--- config.mk ---
export PLATFORM = sky130hd
export DESIGN_NAME = por_rst_seq
export DESIGN_NICKNAME = d
export VERILOG_FILES = /design/src/rtl/por_rst_seq.sv
export SDC_FILE = /design/constraint.sdc
export NUM_CORES = 1
export LEC_CHECK = 0
export ABC_CLOCK_PERIOD_IN_PS = 2400
export BUFFER_PORTS_ARGS = -buffer_cell sky130_fd_sc_hd__buf_2
export CAP_MARGIN = 20
export CELL_PAD_IN_SITES_DETAIL_PLACEMENT = 0
export CELL_PAD_IN_SITES_GLOBAL_PLACEMENT = 1
export CORE_MARGIN = 2
export CORE_UTILIZATION = 25
export DETAILED_ROUTE_END_ITERATION = 16
export PLACE_DENSITY = 0.53
export SLEW_MARGIN = 25
export SYNTH_ARGS = -nofsm -noshare
export SYNTH_HDL_FRONTEND = slang
export SYNTH_SLANG_ARGS = --single-unit
--- constraint.sdc ---
create_clock -name osc_ck -period 2.4 [get_ports osc_ck]
set_clock_uncertainty 0.05 [all_clocks]
set_input_delay 0.48 -clock osc_ck [delete_from_list [all_inputs] [get_ports osc_ck]]
set_output_delay 0.48 -clock osc_ck [all_outputs]
set_load 0.01 [all_outputs]
--- src/rtl/por_rst_seq.sv ---
// Sequences N_DOM active-low domain resets out of POR, one every STAGE_DLY osc_ck cycles.
// por_timed_out acts 2 cycles after it changes; re-sequences on sw_rst_req or brownout; sticky cause flags.
module por_rst_seq #(
  parameter int N_DOM     = 3,
  parameter int CNT_W     = 8,
  parameter int STAGE_DLY = 16,
  parameter int HOLD_CYC  = 8
) (
  input  logic             osc_ck,
  input  logic             por,
  input  logic             por_timed_out,
  input  logic             sw_rst_req,
  input  logic             flag_clr,
  output logic [N_DOM-1:0] rst_n,
  output logic             all_rdy,
  output logic             por_flag,
  output logic             sw_flag,
  output logic             bo_flag
);

  localparam int IDX_W = (N_DOM > 1) ? $clog2(N_DOM) : 1;
  localparam logic [CNT_W-1:0] STG_LD  = CNT_W'(STAGE_DLY);
  localparam logic [CNT_W-1:0] HOLD_LD = CNT_W'(HOLD_CYC);
  localparam logic [IDX_W-1:0] LAST    = IDX_W'(N_DOM - 1);

  typedef enum logic [1:0] {WAIT_PWR, RELEASE, RUN, HOLD} state_t;

  state_t           state, state_n;
  logic [CNT_W-1:0] cnt, cnt_n;
  logic [IDX_W-1:0] idx, idx_n;
  logic [N_DOM-1:0] rst_n_n;
  logic             all_rdy_n;
  logic             sw_set, bo_set;
  logic             pto_m, pto_s;

  always_ff @(posedge osc_ck or posedge por) begin
    if (por) begin
      pto_m <= 1'b0;
      pto_s <= 1'b0;
    end else begin
      pto_m <= por_timed_out;
      pto_s <= pto_m;
    end
  end

  always_comb begin
    state_n   = state;
    cnt_n     = cnt;
    idx_n     = idx;
    rst_n_n   = rst_n;
    all_rdy_n = all_rdy;
    sw_set    = 1'b0;
    bo_set    = 1'b0;
    case (state)
      WAIT_PWR: begin
        rst_n_n   = '0;
        all_rdy_n = 1'b0;
        if (pto_s) begin
          state_n = RELEASE;
          cnt_n   = STG_LD;
          idx_n   = '0;
        end
      end
      RELEASE, RUN: begin
        // Brownout outranks a software request, which outranks counter progress.
        if (!pto_s) begin
          state_n   = WAIT_PWR;
          rst_n_n   = '0;
          all_rdy_n = 1'b0;
          cnt_n     = '0;
          idx_n     = '0;
          bo_set    = 1'b1;
        end else if (sw_rst_req) begin
          state_n   = HOLD;
          rst_n_n   = '0;
          all_rdy_n = 1'b0;
          cnt_n     = HOLD_LD;
          idx_n     = '0;
          sw_set    = 1'b1;
        end else if (state == RELEASE) begin
          if (cnt == CNT_W'(1)) begin
            rst_n_n[idx] = 1'b1;
            if (idx == LAST) begin
              state_n   = RUN;
              all_rdy_n = 1'b1;
              cnt_n     = '0;
            end else begin
              idx_n = idx + IDX_W'(1);
              cnt_n = STG_LD;
            end
          end else if (cnt != '0) begin
            cnt_n = cnt - CNT_W'(1);
          end
        end
      end
      HOLD: begin
        rst_n_n   = '0;
        all_rdy_n = 1'b0;
        if (!pto_s) begin
          state_n = WAIT_PWR;
          cnt_n   = '0;
        end else if (cnt <= CNT_W'(1)) begin
          state_n = RELEASE;
          cnt_n   = STG_LD;
          idx_n   = '0;
        end else begin
          cnt_n = cnt - CNT_W'(1);
        end
      end
      default: begin
        state_n   = WAIT_PWR;
        rst_n_n   = '0;
        all_rdy_n = 1'b0;
        cnt_n     = '0;
        idx_n     = '0;
      end
    endcase
  end

  always_ff @(posedge osc_ck or posedge por) begin
    if (por) begin
      state    <= WAIT_PWR;
      cnt      <= '0;
      idx      <= '0;
      rst_n    <= '0;
      all_rdy  <= 1'b0;
      por_flag <= 1'b1;
      sw_flag  <= 1'b0;
      bo_flag  <= 1'b0;
    end else begin
      state    <= state_n;
      cnt      <= cnt_n;
      idx      <= idx_n;
      rst_n    <= rst_n_n;
      all_rdy  <= all_rdy_n;
      // A set in the same cycle as flag_clr leaves the flag at 1.
      por_flag <= por_flag & ~flag_clr;
      sw_flag  <= (sw_flag & ~flag_clr) | sw_set;
      bo_flag  <= (bo_flag & ~flag_clr) | bo_set;
    end
  end

endmodule

==> results of run 1 <==
## where the power goes
group | switching (mW) | internal (mW)
combinational | 0.562 | 0.414
clock | 0.122 | 0.116
sequential | 0.0944 | 0.434
total | 0.778 | 0.964
## state kept, by name (all words and copies together) (netlist names), 2 cells and up
signal	flops
state	2
cnt	8
rst_n	3
idx	2
## routing by layer
metal | vias to the layer above | GRT usage, % | share of wire, % | routed length [um]
met2 | 18 | 18.1 | 46 | 1330
met4 | 0 | 2.18 | 0.62 | 18
li1 | 513 | - | - | -
met5 | - | 0 | 0 | 0
met1 | 459 | 14.5 | 50 | 1430
met3 | 2 | 2.49 | 3.5 | 100
## final timing paths
check	from	endpoint	slack, ns	cells after the start
max	state[1]$_DFFE_PP0P_	cnt[6]$_DFFE_PP0P_	0.18	7
min	por_timed_out	pto_m$_DFF_PP0_	0.27	1
max reg2reg	state[1]$_DFFE_PP0P_	cnt[6]$_DFFE_PP0P_	0.18	7
min reg2reg	pto_m$_DFF_PP0_	pto_s$_DFF_PP0_	0.31	0
max in group asynchronous	por	cnt[4]$_DFFE_PP0P_	1.42	2
min in group asynchronous	por	bo_flag$_DFF_PP0_	0.34	2
## cell usage after synthesis, drive strengths merged (2+ instances only)
master | number | area share (%)
a21oi | 12 | 4.9
a22o | 5 | 3.4
a31oi | 3 | 1.4
buf | 3 | 2.3
dfrtp | 20 | 39
ha | 10 | 9.7
inv | 12 | 3.5
mux2 | 2 | 1.7
mux2i | 3 | 2.3
nand2 | 7 | 2.2
nand3 | 2 | 0.77
nor2 | 15 | 4.3
nor2b | 2 | 0.97
nor3 | 5 | 1.9
nor4 | 4 | 2.4
o21ai | 7 | 2.7
o21bai | 2 | 1.2
o41ai | 2 | 2.8
or2 | 2 | 0.97
or3 | 4 | 2.0
## cells by family after synthesis
group                      count (synthesis)  share of synthesized area, %
and+or+nand+nor                           45                          18.7
muxes                                      5                          4.06
DFF                                       21                          40.7
buffers and inverters                     15                          5.80
adders and majority gates                 10                          9.66
xor gates and xnor gates                   1                         0.676
AOI/OAI and AO/OA                         37                          20.4
## through the flow
step                hold slack [ns]  total power [mW]  cell area (sq um)
floorplan                     0.281              1.27               1290
global placement              0.288              1.51               1450
detailed placement            0.288              1.51               1450
CTS                           0.258              1.76               1490
global route                  0.248              1.92               1490
finish                        0.271              1.74               1490
## area by class of cell
type / instances / area, sq um
fillers: 541 / 3550
well taps: 70 / 87.6
clock inverters: 1 / 5.00
clock buffers: 3 / 41.3
inverters: 12 / 45.0
flip-flops and latches: 21 / 527
repair buffers: 16 / 92.6
multi-input cells: 98 / 693
## critical path: cells and delay by family (launching register included)
family	cells	cell delay (ns)
and+or+nand+nor	2	0.45
DFF	1	0.39
AOI/OAI and AO/OA	3	0.81
buffers and inverters	1	0.08
adders and majority gates	1	0.34
==> summary.md, run 1 <==
| Metric | Value |
|---|---|
| Layout Cells excl Fill | 221 |
| Die H | 76.0 um |
| Site Rows | 26 |
| Post-route ant nets | 0 |
| Vias in the first global route | 1,031 |
| Peak VDD IR | 0.385 mV |
| Min Clock Period, post-route | 2.22 ns |
| WP data required | between 2 and 3 ns |
| Drt drc | 0 |
| Grt ovf | 0 |
| Library cells used by synthesis | 39 |
| Clk buf depth | 2 |
| Die W | 76.0 um |
| Fraction of layout cells with a size suffix above 1 | 20.5% |
| Final core occ | between 20% and 30% |
| Area growth syn-to-layout | 15.2% |
| Ys Warns | 0 |
| Slew @ Worst Pin | roughly 0.87 ns |
| Vias per cell | about 4.5 |
| Synth Area per Inst | 9.66 sq um |
| CP peak stage delay | a little under 0.4 ns |
| Startpoint type of the worst setup path | flop |
| H-tree depth | 1 |
| Antenna cells | 0 |
| Pwr Density | 1170 mW/mm^2 |
| DRT iter0 DRCs | 30 |
| Max frequency | 450 MHz |
| Gr usage total | roughly 11% |
| Total Wirelength | approximately 2900 um |
| First-pass GRT wire length | 5130 um |
| Slew Limit Headroom | 41.6% |
| Fin. Hold Viols | 0 |
| Clock Latency Late Sink | 0.26 ns |
| Placed cells | 217 |
| Final TNS setup | 0 ns |
| TritonCTS Buffers | 3 |
| CTS Sinks | 21 |
| Hold WC Path Type | primary input to flop |
| Most common cell after layout, fill and taps aside | dfrtp_1 |
| I/O pins | 12 |
| Crit-path slowest cell | dfrtp_1 |
| Wire per inst | 13.0 um |
| Post CTS Setup Buffer Count | 0 |
| FFs w/ async S/R, synth | 100% |
| Leakage | 0.716 nW |
| Syn Inst Count | about 130 |
| Starting Density | 25.7% |
| Die ar. | about 0.0058 sq mm |
| CTS Root Cell | clkbuf_8 |
| Via count | 992 |
| Count of input and output buffers | 11 |
| Crit path kind | flop to flop |
| Reg clk slew, reported paths | 0.08 ns |
| Outcome | finished clean |
| Arrival time at the worst endpoint | 2.33 ns |
| Post-synth EDFFs | 0 |
| Synthesized area | 0.00129 sq mm |
| Post-place setup slack | 0.180 ns |
| Unrepaired setup endpoints after global routing | false |
| Crit end category | flop |
| Finish-stage setup viols | 0 |
| Antenna violations before repair | 0 |
| Core ar. | 0.00504 sq mm |
| Most frequent cells in the layout | 20 x dfrtp_1, 15 x nor2_1, 12 x inv_1, 11 x a21oi_1, 11 x buf_2 |
| DPL Wire Length | 2170 um |
| Main synth FF type | dfrtp_1 |
| Mapped Nets | 149 |
| Cell chain of the critical path | inv_1 > ha_1 > nand3b_4 > a21oi_2 > o21ai_0 > or2_1 > o41ai_1 |
| Synth Register Bits | 21 |
| Largest net degree at the start of global routing | 22 |
| Worst setup margin | 0.176 ns |
| DR pass1 iterations | 4 |
| Final max-slew violation count | 0 |
| MaxCap Viol Count | 0 |
| CP Max Fanout | 8 |
| # hold bufs at CTS | 0 |
| Final net count | 167 |
| Resize count post-CTS | 0 |
| CTS tree | yes |
| Post-route clock period utilization | between 90 and 100% |
| GP Congestion | 0.786 |
| Register area share after synthesis | between 40% and 50% |
(Power assumes the default switching activity.)
==> inputs of run 2 (changes only) <==
- REMOVE_ABC_BUFFERS: not set -> 1
==> summary.md, run 2 (synthesis gave the netlist of run 1 again) <==
| Metric | Value |
|---|---|
| Outcome | finished clean |
| Vias per cell | 4.53 (+0.86%) |
| Most common cell after layout, fill and taps aside | dfrtp_1 |
| Top Registers | cnt x8, rst_n x3 |
| FF-to-FF Start | cnt[4]$_DFFE_PP0P_ |
| Cell family with most CP delay | compound AO/OA/AOI/OAI gates |
| Register Area | 527 sq um (unchanged) |
| Site Rows | 26 (unchanged) |
| R2R cell count | 5 (-2) |
| Drt drc | 0 (unchanged) |
| # fillers | 546 (+0.92%) |
| Buffers & Inverters on Critical Path | 0 (-1) |
| Largest register FFs | 8 (unchanged) |
| Crit end category | flop |
| Grt ovf | 0 (unchanged) |
| Final net count | 166 (-0.60%) |
| Reg2Reg Setup Slack | 0.18 ns (about the same) |
| End of the critical path | cnt[7]$_DFFE_PP0P_ |
| Unrepaired setup endpoints after global routing | false |
| Peak VDD IR | 0.488 mV (+27%) |
| Worst R2R End | cnt[7]$_DFFE_PP0P_ |
| TritonCTS Buffers | 3 (unchanged) |
| Finish-stage setup viols | 0 (unchanged) |
| Hold path start | por_timed_out |
| Die H | 76.0 um (unchanged) |
| Wire per inst | 12.8 um (-2.3%) |
| DRT iter0 DRCs | 41 (+37%) |
| Combinational share of power | 56.0% (about the same) |
| DPL Wire Length | 2160 um (-0.74%) |
| Clock Latency Late Sink | 0.26 ns (about the same) |
| Cell chain of the critical path | nor4_2 > nand2_2 > o41ai_4 > nor2_1 > a221o_1 |
| Startpoint type of the worst setup path | flop |
| MaxCap Viol Count | 0 (unchanged) |
| DR pass1 iterations | 4 (unchanged) |
| Power Internal | 958 uW (-0.60%) |
| Core ar. | 0.00504 sq mm (unchanged) |
| Multi-input logic area | 693 sq um (unchanged) |
| Antenna cells | 0 (unchanged) |
| Via count | 996 (+0.40%) |
| CTS Sinks | 21 (unchanged) |
| Most frequent cells in the layout | 20 x dfrtp_1, 15 x nor2_1, 12 x inv_1, 11 x a21oi_1, 11 x buf_2 |
| Clk buf depth | 2 (unchanged) |
| Leakage | 0.710 nW (-0.75%) |
| Area growth syn-to-layout | 14.6% |
| Gr usage total | 10.4% (-0.51 points) |
| Slew Limit Headroom | 45.0% (+3.4 points) |
| Count of input and output buffers | 11 (unchanged) |
| Net Sw Power | 771 uW (-0.98%) |
| First-pass GRT wire length | 4990 um (-2.8%) |
| Reg with most FFs | cnt |
| Starting Density | 25.7% (unchanged) |
| Die ar. | 0.00577 sq mm (unchanged) |
| Number of cells on the critical path | 5 (-2) |
| Reg clk slew, reported paths | 0.08 ns (about the same) |
| Arrival time at the worst endpoint | 2.32 ns (about the same) |
| Final TNS setup | 0 ns (unchanged) |
| Total Wirelength | 2810 um (-2.7%) |
| Vias in the first global route | 1,036 (+0.48%) |
| Setup crit start | cnt[4]$_DFFE_PP0P_ |
| Crit path kind | flop to flop |
| Crit-path slowest cell | o41ai_4 |
| CP Max Fanout | 11 (+3) |
| Hold Crit Depth | 1 (unchanged) |
| Antenna violations before repair | 0 (unchanged) |
| Hold Slack | 0.268 ns (-0.00222 ns) |
| H-tree depth | 1 (unchanged) |
| Fin. Hold Viols | 0 (unchanged) |
| CP peak stage delay | 0.60 ns (+0.21 ns) |
| CTS tree | yes |
| Pwr Density | 1170 mW/mm^2 (-0.27%) |
| Slew @ Worst Pin | 0.824 ns (-0.0505 ns) |
| Min Clock Period, post-route | 2.22 ns (-0.00530 ns) |
| Post-route clock period utilization | 92.5% (-0.22 points) |
| Sequential share of power | 30.4% (about the same) |
| Switch share | 44.6% (-0.094 points) |
| WP data required | 2.50 ns (about the same) |
| Largest net degree at the start of global routing | 22 (unchanged) |
| CTS Root Cell | clkbuf_8 |
| Fraction of layout cells with a size suffix above 1 | 20.0% (-0.53 points) |
| I/O pins | 12 (unchanged) |
| Final max-slew violation count | 0 (unchanged) |
| Die W | 76.0 um (unchanged) |
| Post-route ant nets | 0 (unchanged) |
| Clock Power Share | 13.6% (about the same) |
| Max frequency | 451 MHz (+0.24%) |
| # hold bufs at CTS | 0 (unchanged) |
| GP Congestion | 0.772 (-1.8%) |
| Hold WC Path Type | primary input to flop |
run 2: cell types whose count changed in the layout (fill, tap and decap cells not counted):
| cell | change |
|---|---|
| buf_4 | -1 |
| o21ai_0 | -1 |
| o21ai_1 | +1 |
run 2: worst reg2reg max path, cell delays in order (launching register included):
cell     delay (ns)
dfrtp_1        0.45
nor4_2         0.36
nand2_2        0.15
o41ai_4        0.60
nor2_1         0.15
a221o_1        0.34
run 2: final cells by class:
class                           count  share of cell area (%)
Timing Repair Buffer               15                    5.73
Inverter                           12                    3.04
Tap cell                           70                    5.90
Multi-Input combinational cell     98                    46.7
Clock inverter                      1                   0.337
Clock buffer                        3                    2.78
Sequential cell                    21                    35.5
run 2: repair_timing:
action / in CTS / in global routing
resized for setup: 0 / 1
buffers inserted: 0 / 0
setup endpoints to repair: 0 / 1
run 2: layer usage:
layer / global-route usage (%) / vias up / share of wire (%)
met5: 0 / - / 0
met4: 1.64 / 0 / 0.64
met3: 2.49 / 2 / 3.0
met2: 16.3 / 12 / 43
met1: 14.8 / 478 / 53
li1: - / 504 / -
run 2: power groups by stage:
| stage | Combinational [mW] | Clock [mW] | Sequential, mW |
|---|---|---|---|
| 6_report | 0.969 | 0.234 | 0.526 |
| 3_3_place_gp | 0.979 | 0 | 0.531 |
| 3_5_place_dp | 0.968 | 0 | 0.532 |
| 5_1_grt | 1.10 | 0.264 | 0.537 |
| 2_1_floorplan | 0.716 | 0 | 0.517 |
| 4_1_cts | 0.974 | 0.250 | 0.525 |
run 2: worst min-delay path by stage:
stage / end / slack (ns)
detailed placement: pto_s$_DFF_PP0_ / 0.30
finish: pto_m$_DFF_PP0_ / 0.27
global placement: pto_s$_DFF_PP0_ / 0.29
CTS: pto_m$_DFF_PP0_ / 0.26
global route: pto_m$_DFF_PP0_ / 0.26
floorplan: pto_s$_DFF_PP0_ / 0.28
run 2: stage by stage:
step	cells	cell area [sq um]	power [mW]	worst slack [ns]	util [%]
final	220	1480	1.73	0.181	29.4
after floorplan	131	1260	1.23	0.353	-
after CTS	220	1480	1.75	0.193	29.4
after detailed placement	216	1440	1.50	0.221	28.5
after global placement	216	1440	1.51	0.282	28.5
after global routing	220	1480	1.90	0.0144	29.4
